--- src/rtl/relay_alu_pkg.sv ---
// Shared types and constants for the relay ALU result stage:
// function codes, default data width and result-stage FSM states.
package relay_alu_pkg;

   localparam int unsigned ALU_WIDTH = 8;

   typedef enum logic [2:0] {
      FN_ADD  = 3'b000,
      FN_INC  = 3'b001,
      FN_AND  = 3'b010,
      FN_OR   = 3'b011,
      FN_XOR  = 3'b100,
      FN_NOT  = 3'b101,
      FN_SHL  = 3'b110,
      FN_RSVD = 3'b111
   } alu_func_e;

   typedef enum logic [1:0] {
      ST_IDLE,
      ST_SETTLE,
      ST_LATCH,
      ST_DONE
   } alu_stage_state_e;

endpackage

--- src/rtl/relay_alu_result_stage_if.sv ---
// Sequencer / gate-bank / adder bundle feeding the ALU result stage.
// Optional macro RELAY_PARITY_FLAG_EN adds the p_flag signal.
interface relay_alu_result_stage_if #(
   parameter int unsigned WIDTH = relay_alu_pkg::ALU_WIDTH
);
   logic             start;
   logic [2:0]       func;
   logic [WIDTH-1:0] b_in;
   logic [WIDTH-1:0] sum_in;
   logic             carry_in;
   logic [WIDTH-1:0] not_in;
   logic [WIDTH-1:0] or_in;
   logic [WIDTH-1:0] and_in;
   logic [WIDTH-1:0] xor_in;
   logic [WIDTH-1:0] result;
   logic             busy;
   logic             done;
   logic             z_flag;
   logic             s_flag;
   logic             cy_flag;
`ifdef RELAY_PARITY_FLAG_EN
   logic             p_flag;
`endif

   // Sequencer and upstream datapath side
   modport master (
      output start, func, b_in, sum_in, carry_in, not_in, or_in, and_in, xor_in,
`ifdef RELAY_PARITY_FLAG_EN
      input  p_flag,
`endif
      input  result, busy, done, z_flag, s_flag, cy_flag
   );

   // Result stage side
   modport slave (
      input  start, func, b_in, sum_in, carry_in, not_in, or_in, and_in, xor_in,
`ifdef RELAY_PARITY_FLAG_EN
      output p_flag,
`endif
      output result, busy, done, z_flag, s_flag, cy_flag
   );
endinterface

--- src/rtl/relay_alu_result_mux.sv ---
// Combinational selection of the next ALU result from the captured
// function code, plus whether this function updates the carry flag.
module relay_alu_result_mux
   import relay_alu_pkg::*;
#(
   parameter int unsigned WIDTH = ALU_WIDTH
) (
   input  alu_func_e        i_func_q,
   input  logic [WIDTH-1:0] i_b_in,
   input  logic [WIDTH-1:0] i_sum_in,
   input  logic [WIDTH-1:0] i_not_in,
   input  logic [WIDTH-1:0] i_or_in,
   input  logic [WIDTH-1:0] i_and_in,
   input  logic [WIDTH-1:0] i_xor_in,
   output logic [WIDTH-1:0] o_result,
   output logic             o_cy_upd
);

   // Pick the function result; only the adder functions touch carry
   always_comb begin
      o_result = '0;
      o_cy_upd = 1'b0;
      case (i_func_q)
         FN_ADD,
         FN_INC:  begin
            o_result = i_sum_in;
            o_cy_upd = 1'b1;
         end
         FN_AND:  o_result = i_and_in;
         FN_OR:   o_result = i_or_in;
         FN_XOR:  o_result = i_xor_in;
         FN_NOT:  o_result = i_not_in;
         FN_SHL:  o_result = {i_b_in[WIDTH-2:0], i_b_in[WIDTH-1]};
         default: o_result = '0;
      endcase
   end

endmodule

--- src/rtl/relay_alu_result_stage.sv ---
// ALU result stage: waits SETTLE_CYCLES for the relay logic to settle,
// latches the selected result and Z/S/Cy flags, then pulses done.
// Optional macro RELAY_PARITY_FLAG_EN adds an odd-parity flag (p_flag).
module relay_alu_result_stage
   import relay_alu_pkg::*;
#(
   parameter int unsigned WIDTH         = ALU_WIDTH,
   parameter int unsigned SETTLE_CYCLES = 3
) (
   input  logic                      Clock,
   input  logic                      Clear,
   relay_alu_result_stage_if.slave   bus
);

   localparam int unsigned CW = (SETTLE_CYCLES < 2) ? 1 : $clog2(SETTLE_CYCLES + 1);

   alu_stage_state_e r_state;
   alu_stage_state_e w_state_nxt;
   alu_func_e        r_func_q;
   logic [CW-1:0]    r_cnt;
   logic [WIDTH-1:0] r_result;
   logic             r_z;
   logic             r_s;
   logic             r_cy;
   logic [WIDTH-1:0] w_next_result;
   logic             w_cy_upd;
   logic             w_busy;
   logic             w_done;
`ifdef RELAY_PARITY_FLAG_EN
   logic             r_p;
`endif

   relay_alu_result_mux #(
      .WIDTH (WIDTH)
   ) u_mux (
      .i_func_q (r_func_q),
      .i_b_in   (bus.b_in),
      .i_sum_in (bus.sum_in),
      .i_not_in (bus.not_in),
      .i_or_in  (bus.or_in),
      .i_and_in (bus.and_in),
      .i_xor_in (bus.xor_in),
      .o_result (w_next_result),
      .o_cy_upd (w_cy_upd)
   );

   // State register
   always_ff @(posedge Clock) begin
      if (Clear) r_state <= ST_IDLE;
      else       r_state <= w_state_nxt;
   end

   // Next-state logic; zero settle time skips straight to LATCH
   always_comb begin
      w_state_nxt = r_state;
      case (r_state)
         ST_IDLE:   if (bus.start) w_state_nxt = (SETTLE_CYCLES == 0) ? ST_LATCH : ST_SETTLE;
         ST_SETTLE: if (r_cnt == CW'(1)) w_state_nxt = ST_LATCH;
         ST_LATCH:  w_state_nxt = ST_DONE;
         ST_DONE:   w_state_nxt = ST_IDLE;
         default:   w_state_nxt = ST_IDLE;
      endcase
   end

   // Handshake outputs decoded from state
   always_comb begin
      w_busy = (r_state != ST_IDLE);
      w_done = (r_state == ST_DONE);
   end

   // Capture the function code on an accepted start and run the settle counter
   always_ff @(posedge Clock) begin
      if (Clear) begin
         r_func_q <= FN_ADD;
         r_cnt    <= '0;
      end else begin
         case (r_state)
            ST_IDLE: if (bus.start) begin
               r_func_q <= alu_func_e'(bus.func);
               r_cnt    <= CW'(SETTLE_CYCLES);
            end
            ST_SETTLE: r_cnt <= r_cnt - CW'(1);
            default: ;
         endcase
      end
   end

   // Result register and flags, written only at the end of LATCH
   always_ff @(posedge Clock) begin
      if (Clear) begin
         r_result <= '0;
         r_z      <= 1'b1;
         r_s      <= 1'b0;
         r_cy     <= 1'b0;
`ifdef RELAY_PARITY_FLAG_EN
         r_p      <= 1'b0;
`endif
      end else if (r_state == ST_LATCH) begin
         r_result <= w_next_result;
         r_z      <= (w_next_result == '0);
         r_s      <= w_next_result[WIDTH-1];
         if (w_cy_upd) r_cy <= bus.carry_in;
`ifdef RELAY_PARITY_FLAG_EN
         r_p      <= ^w_next_result;
`endif
      end
   end

   assign bus.result  = r_result;
   assign bus.busy    = w_busy;
   assign bus.done    = w_done;
   assign bus.z_flag  = r_z;
   assign bus.s_flag  = r_s;
   assign bus.cy_flag = r_cy;
`ifdef RELAY_PARITY_FLAG_EN
   assign bus.p_flag  = r_p;
`endif

endmodule

--- src/flat_wrapper.sv ---
// flat-port wrapper written by rule: the top's interface ports become plain ports
module relay_alu_result_stage_flat import relay_alu_pkg::*;
#(
   parameter int unsigned WIDTH         = ALU_WIDTH,
   parameter int unsigned SETTLE_CYCLES = 3
)
  (Clock, Clear, bus_start, bus_func, bus_b_in, bus_sum_in, bus_carry_in, bus_not_in, bus_or_in, bus_and_in, bus_xor_in, bus_result, bus_busy, bus_done, bus_z_flag, bus_s_flag, bus_cy_flag);
  relay_alu_result_stage_if #(.WIDTH(WIDTH)) bus_i ();
  input  logic Clock;
  input  logic Clear;
  input wire logic [$bits(bus_i.start)-1:0] bus_start;
  input wire logic [$bits(bus_i.func)-1:0] bus_func;
  input wire logic [$bits(bus_i.b_in)-1:0] bus_b_in;
  input wire logic [$bits(bus_i.sum_in)-1:0] bus_sum_in;
  input wire logic [$bits(bus_i.carry_in)-1:0] bus_carry_in;
  input wire logic [$bits(bus_i.not_in)-1:0] bus_not_in;
  input wire logic [$bits(bus_i.or_in)-1:0] bus_or_in;
  input wire logic [$bits(bus_i.and_in)-1:0] bus_and_in;
  input wire logic [$bits(bus_i.xor_in)-1:0] bus_xor_in;
  output wire logic [$bits(bus_i.result)-1:0] bus_result;
  output wire logic [$bits(bus_i.busy)-1:0] bus_busy;
  output wire logic [$bits(bus_i.done)-1:0] bus_done;
  output wire logic [$bits(bus_i.z_flag)-1:0] bus_z_flag;
  output wire logic [$bits(bus_i.s_flag)-1:0] bus_s_flag;
  output wire logic [$bits(bus_i.cy_flag)-1:0] bus_cy_flag;
  assign bus_i.start = bus_start;
  assign bus_i.func = bus_func;
  assign bus_i.b_in = bus_b_in;
  assign bus_i.sum_in = bus_sum_in;
  assign bus_i.carry_in = bus_carry_in;
  assign bus_i.not_in = bus_not_in;
  assign bus_i.or_in = bus_or_in;
  assign bus_i.and_in = bus_and_in;
  assign bus_i.xor_in = bus_xor_in;
  assign bus_result = bus_i.result;
  assign bus_busy = bus_i.busy;
  assign bus_done = bus_i.done;
  assign bus_z_flag = bus_i.z_flag;
  assign bus_s_flag = bus_i.s_flag;
  assign bus_cy_flag = bus_i.cy_flag;
  relay_alu_result_stage #(.WIDTH(WIDTH), .SETTLE_CYCLES(SETTLE_CYCLES)) u_core (.Clock(Clock), .Clear(Clear), .bus(bus_i));
endmodule
--- config.mk ---
export PLATFORM = sky130hd
export DESIGN_NAME = relay_alu_result_stage_flat
export DESIGN_NICKNAME = d
export VERILOG_FILES = /design/src/rtl/relay_alu_pkg.sv /design/src/rtl/relay_alu_result_stage_if.sv /design/src/rtl/relay_alu_result_mux.sv /design/src/rtl/relay_alu_result_stage.sv /design/src/flat_wrapper.sv
export SDC_FILE = /design/constraint.sdc
export NUM_CORES = 1
export LEC_CHECK = 0
export BUFFER_PORTS_ARGS = -buffer_cell sky130_fd_sc_hd__buf_2
export CAP_MARGIN = 5
export CORE_MARGIN = 2
export CORE_UTILIZATION = 33
export DETAILED_ROUTE_END_ITERATION = 8
export PLACE_DENSITY = 0.66
export SLEW_MARGIN = 0
export SYNTH_ARGS = -nofsm -noshare
export SYNTH_HDL_FRONTEND = slang
export SYNTH_SLANG_ARGS = --single-unit
--- constraint.sdc ---
create_clock -name Clock -period 2.3 [get_ports Clock]
set_input_delay 0 -clock Clock [delete_from_list [all_inputs] [get_ports Clock]]
set_output_delay 0 -clock Clock [all_outputs]
set_load 0.02 [all_outputs]
==> impl_metrics.py <==
metrics = {
    "power_and_ir_drop": {
        "vdd.ir_drop.worst_v": 0.000303,
        "p_per_area_mw_per_mm2": 959,
        "p_leak_nw": 0.712,
    },
    "placement": {
        "placement.io_buffers": 67,
        "detailedPlacementHpwl_mm": 2.51,
        "gpl_wtd_cong": 0.888,
        "detailed_place.area_mm2": 0.00157,
    },
    "die": {
        "initial_core_util_pct": 34.1,
        "chipHeight_um": 65.3,
        "coreArea_mm2": 0.00363,
        "io_pins": 68,
        "die_area_mm2": 0.00426,
        "rows": 22,
        "die-width_um": 65.3,
    },
    "setup_path": {
        "required_ns": 2.49,
        "worstSetupStartpoint": "u_core.r_func_q[2]$_SDFFE_PP0P_",
        "endpoint_kind_of_the_worst_setup_timing_path": "flop",
        "worst_ep_arrival_time_ns": 2.02,
        "crit_fanout": 18,
        "crit-reg2reg-launch": "u_core.r_func_q[2]$_SDFFE_PP0P_",
        "critical_path.startpoint_type": "flop",
        "setup.worst_path.class": "reg2reg",
    },
    "clocking": {
        "skew_pair_late_insertion_delay_ns": 0.25,
        "cts_buffers": 3,
        "cts.reportedPaths.clkPinSlew_ns": 0.07,
        "tritoncts_num_sinks": 17,
        "htree_num_levels": 1,
        "cts-root-buf": "sky130_fd_sc_hd__clkbuf_8",
        "clockBufferDepth": 2,
        "ctsHoldBuffers": 0,
        "ctsResizeCount": 0,
        "tritoncts": "yes",
        "number_of_buffers_inserted_by_post_cts_setup_repair": 0,
    },
    "sta": {
        "final_hold_viol_count": 0,
        "timing_worst_slew_pin_value_ns": 0.517,
        "relative_slew_slack_pct": 65.5,
        "max_clock_freq_mhz": 548,
        "setup_skew_after_layout_ns": 0.00304,
        "final_max_slew_viol_count": 0,
        "final-setup-viol-count": 0,
        "ratio_of_final_minimum_period_to_clock_period_pct": 79.3,
        "timing.setup.tns_ns": 0,
        "finalCriticalPeriod_ns": 1.82,
        "rsz0062_at_grt": "no",
    },
    "synthesis": {
        "synth_seq_area_share_pct": 27.4,
        "netlist.area_leader.share_pct": 27.4,
        "ys_seq_elements": 17,
        "most_instantiated_library_cell_after_synthesis": "sky130_fd_sc_hd__dfxtp_1",
        "synth.cell_area_mm2": 0.00124,
        "yosys.cell_types.count": 40,
        "postSynthAreaPerCell_um2": 8.73,
        "post_synth_most_frequent_cells": "sky130_fd_sc_hd__dfxtp_1, sky130_fd_sc_hd__nor2_1, sky130_fd_sc_hd__mux2i_1, sky130_fd_sc_hd__nand2_1, sky130_fd_sc_hd__a21oi_1",
        "syn-instance-count": 142,
        "yosysTopAreaCell": "sky130_fd_sc_hd__dfxtp_1",
        "postSynth.asyncResetShare_pct": 0,
        "synth_enable_flop_cells": 0,
        "post_synthesis_net_count": 202,
        "synth_top_cells_by_area": "sky130_fd_sc_hd__dfxtp_1, sky130_fd_sc_hd__mux2i_1, sky130_fd_sc_hd__ha_1",
        "ys_dominant_reg_cell": "sky130_fd_sc_hd__dfxtp_1",
        "synth-warning-count": 0,
    },
    "global_route": {
        "antenna_found_initial": 0,
        "groute.layer.met2.usage_pct": 26.1,
        "global_route.peak_usage_layer": "met2",
        "grt_pass1_wl_mm": 5.13,
        "globalRouteTotalUtil_pct": 15.1,
        "first_global_vias": 1181,
        "grt.met1_usage_pct": 18.3,
        "grt.overflow.total": 0,
        "met3_usage_pct": 3.94,
        "largest_net_degree_at_the_start_of_global_routing": 19,
    },
    "detailed_routing": {
        "drt_drc_violations_left": 0,
        "drtPass1Iterations": 4,
        "postRouteAntennaNets": 0,
        "wl_per_cell_um": 12.5,
        "finalWirelength_mm": 3.17,
        "detailroute.via_count": 1253,
        "drt-initial-drc-count": 67,
        "detail_route.vias_per_cell": 4.93,
    },
    "layout": {
        "layout.core_utilization_pct": 44.4,
        "design_area_mm2": 0.00161,
        "diodes": 0,
        "syn_to_final_growth_pct": 30.1,
        "nets": 267,
        "layout-drive-gt1-share_pct": 42.7,
        "layout_filler_cell_count": 390,
    },
    "status": {
        "run_status": "complete, no violations",
    },
    "run": {
        "cap_viol_max_count": 0,
    },
    "hold_path": {
        "min_from": "bus_carry_in",
        "worst_hold_path_type": "in2reg",
    },
}
-- logic make-up after synthesis --
logic type	share of synthesized area, %
adder cells (fa/ha/maj)	5.05
flip-flops	27.4
multiplexers	8.98
AND/OR/NAND/NOR	21.0
AO/OA/AOI/OAI	27.1
buffers and inverters	10.4
-- area by class of cell --
cell class	count	area (µm²)	share of cell area, %
multi-input combinational	106	771	47.8
timing repair buffer	71	365	22.7
sequential	17	340	21.1
tap	48	60.1	3.72
clock buffer	3	41.3	2.56
inverter	8	30.0	1.86
clock inverter	1	5.00	0.310
-- layout by cell type, fill, tap and decap left out, types with 4 or more instances in the layout --
master                     synthesis  routed
sky130_fd_sc_hd__buf_2             0      67
sky130_fd_sc_hd__dfxtp_1          17      17
sky130_fd_sc_hd__nor2_1           13      13
sky130_fd_sc_hd__mux2i_1          10      10
sky130_fd_sc_hd__nand2_1          10      10
sky130_fd_sc_hd__a21oi_1           9       9
sky130_fd_sc_hd__inv_1             8       8
sky130_fd_sc_hd__a211oi_1          8       8
sky130_fd_sc_hd__nand3_1           6       6
sky130_fd_sc_hd__ha_1              5       5
sky130_fd_sc_hd__a211oi_2          4       4
sky130_fd_sc_hd__nor3_1            4       4
sky130_fd_sc_hd__buf_4             2       4
-- metal layers --
| layer | wire length [µm] | vias up |
|---|---|---|
| met5 | 0 | - |
| li1 | - | 654 |
| met2 | 1440 | 45 |
| met3 | 235 | 6 |
| met4 | 50 | 0 |
| met1 | 1440 | 548 |
-- critical path, cell delays in order (launching register included) --
cell and delay [ns]:
sky130_fd_sc_hd__dfxtp_1 0.65, sky130_fd_sc_hd__buf_4 0.30, sky130_fd_sc_hd__mux2i_1 0.24, sky130_fd_sc_hd__a211oi_2 0.10
sky130_fd_sc_hd__a221oi_2 0.23, sky130_fd_sc_hd__nand4_1 0.11, sky130_fd_sc_hd__o21ai_1 0.13
-- registers in the layout, summed over array words and instances (netlist names) --
name	flops
u_core.r_state	2
u_core.r_func_q	3
u_core.bus.z_flag	1
u_core.bus.cy_flag	1
u_core.bus.result	7
u_core.r_cnt	2
u_core.bus.s_flag	1
-- worst paths after layout --
path,end,slack [ns],cells after the start
setup reg to reg,u_core.bus.z_flag$_SDFFE_PP1P_,0.48,6
hold reg to reg,u_core.bus.cy_flag$_SDFFE_PP0P_,0.46,2
setup / recovery,u_core.bus.z_flag$_SDFFE_PP1P_,0.48,6
hold / removal,u_core.bus.cy_flag$_SDFFE_PP0P_,0.01,3
-- metrics by stage --
step                      worst slack, ns  hold WS [ns]  instances  total power [W]
after CTS                           0.482       0.00366        254          0.00156
after global placement              0.523         0.265        250          0.00133
after floorplan                     0.885         0.147        142          0.00114
final                               0.475        0.0116        254          0.00155
after global routing                0.319       0.00704        254          0.00167
after detailed placement            0.499         0.276        250          0.00133
-- where the power goes --
group	leakage [nW]	total [W]	internal, W	switching, W
registers	0.139	0.000493	0.000396	0.0000969
logic	0.547	0.000831	0.000354	0.000477
clock network	0.0255	0.000223	0.000120	0.000103
total	0.712	0.00155	0.000870	0.000677
(Power assumes the default switching activity.)
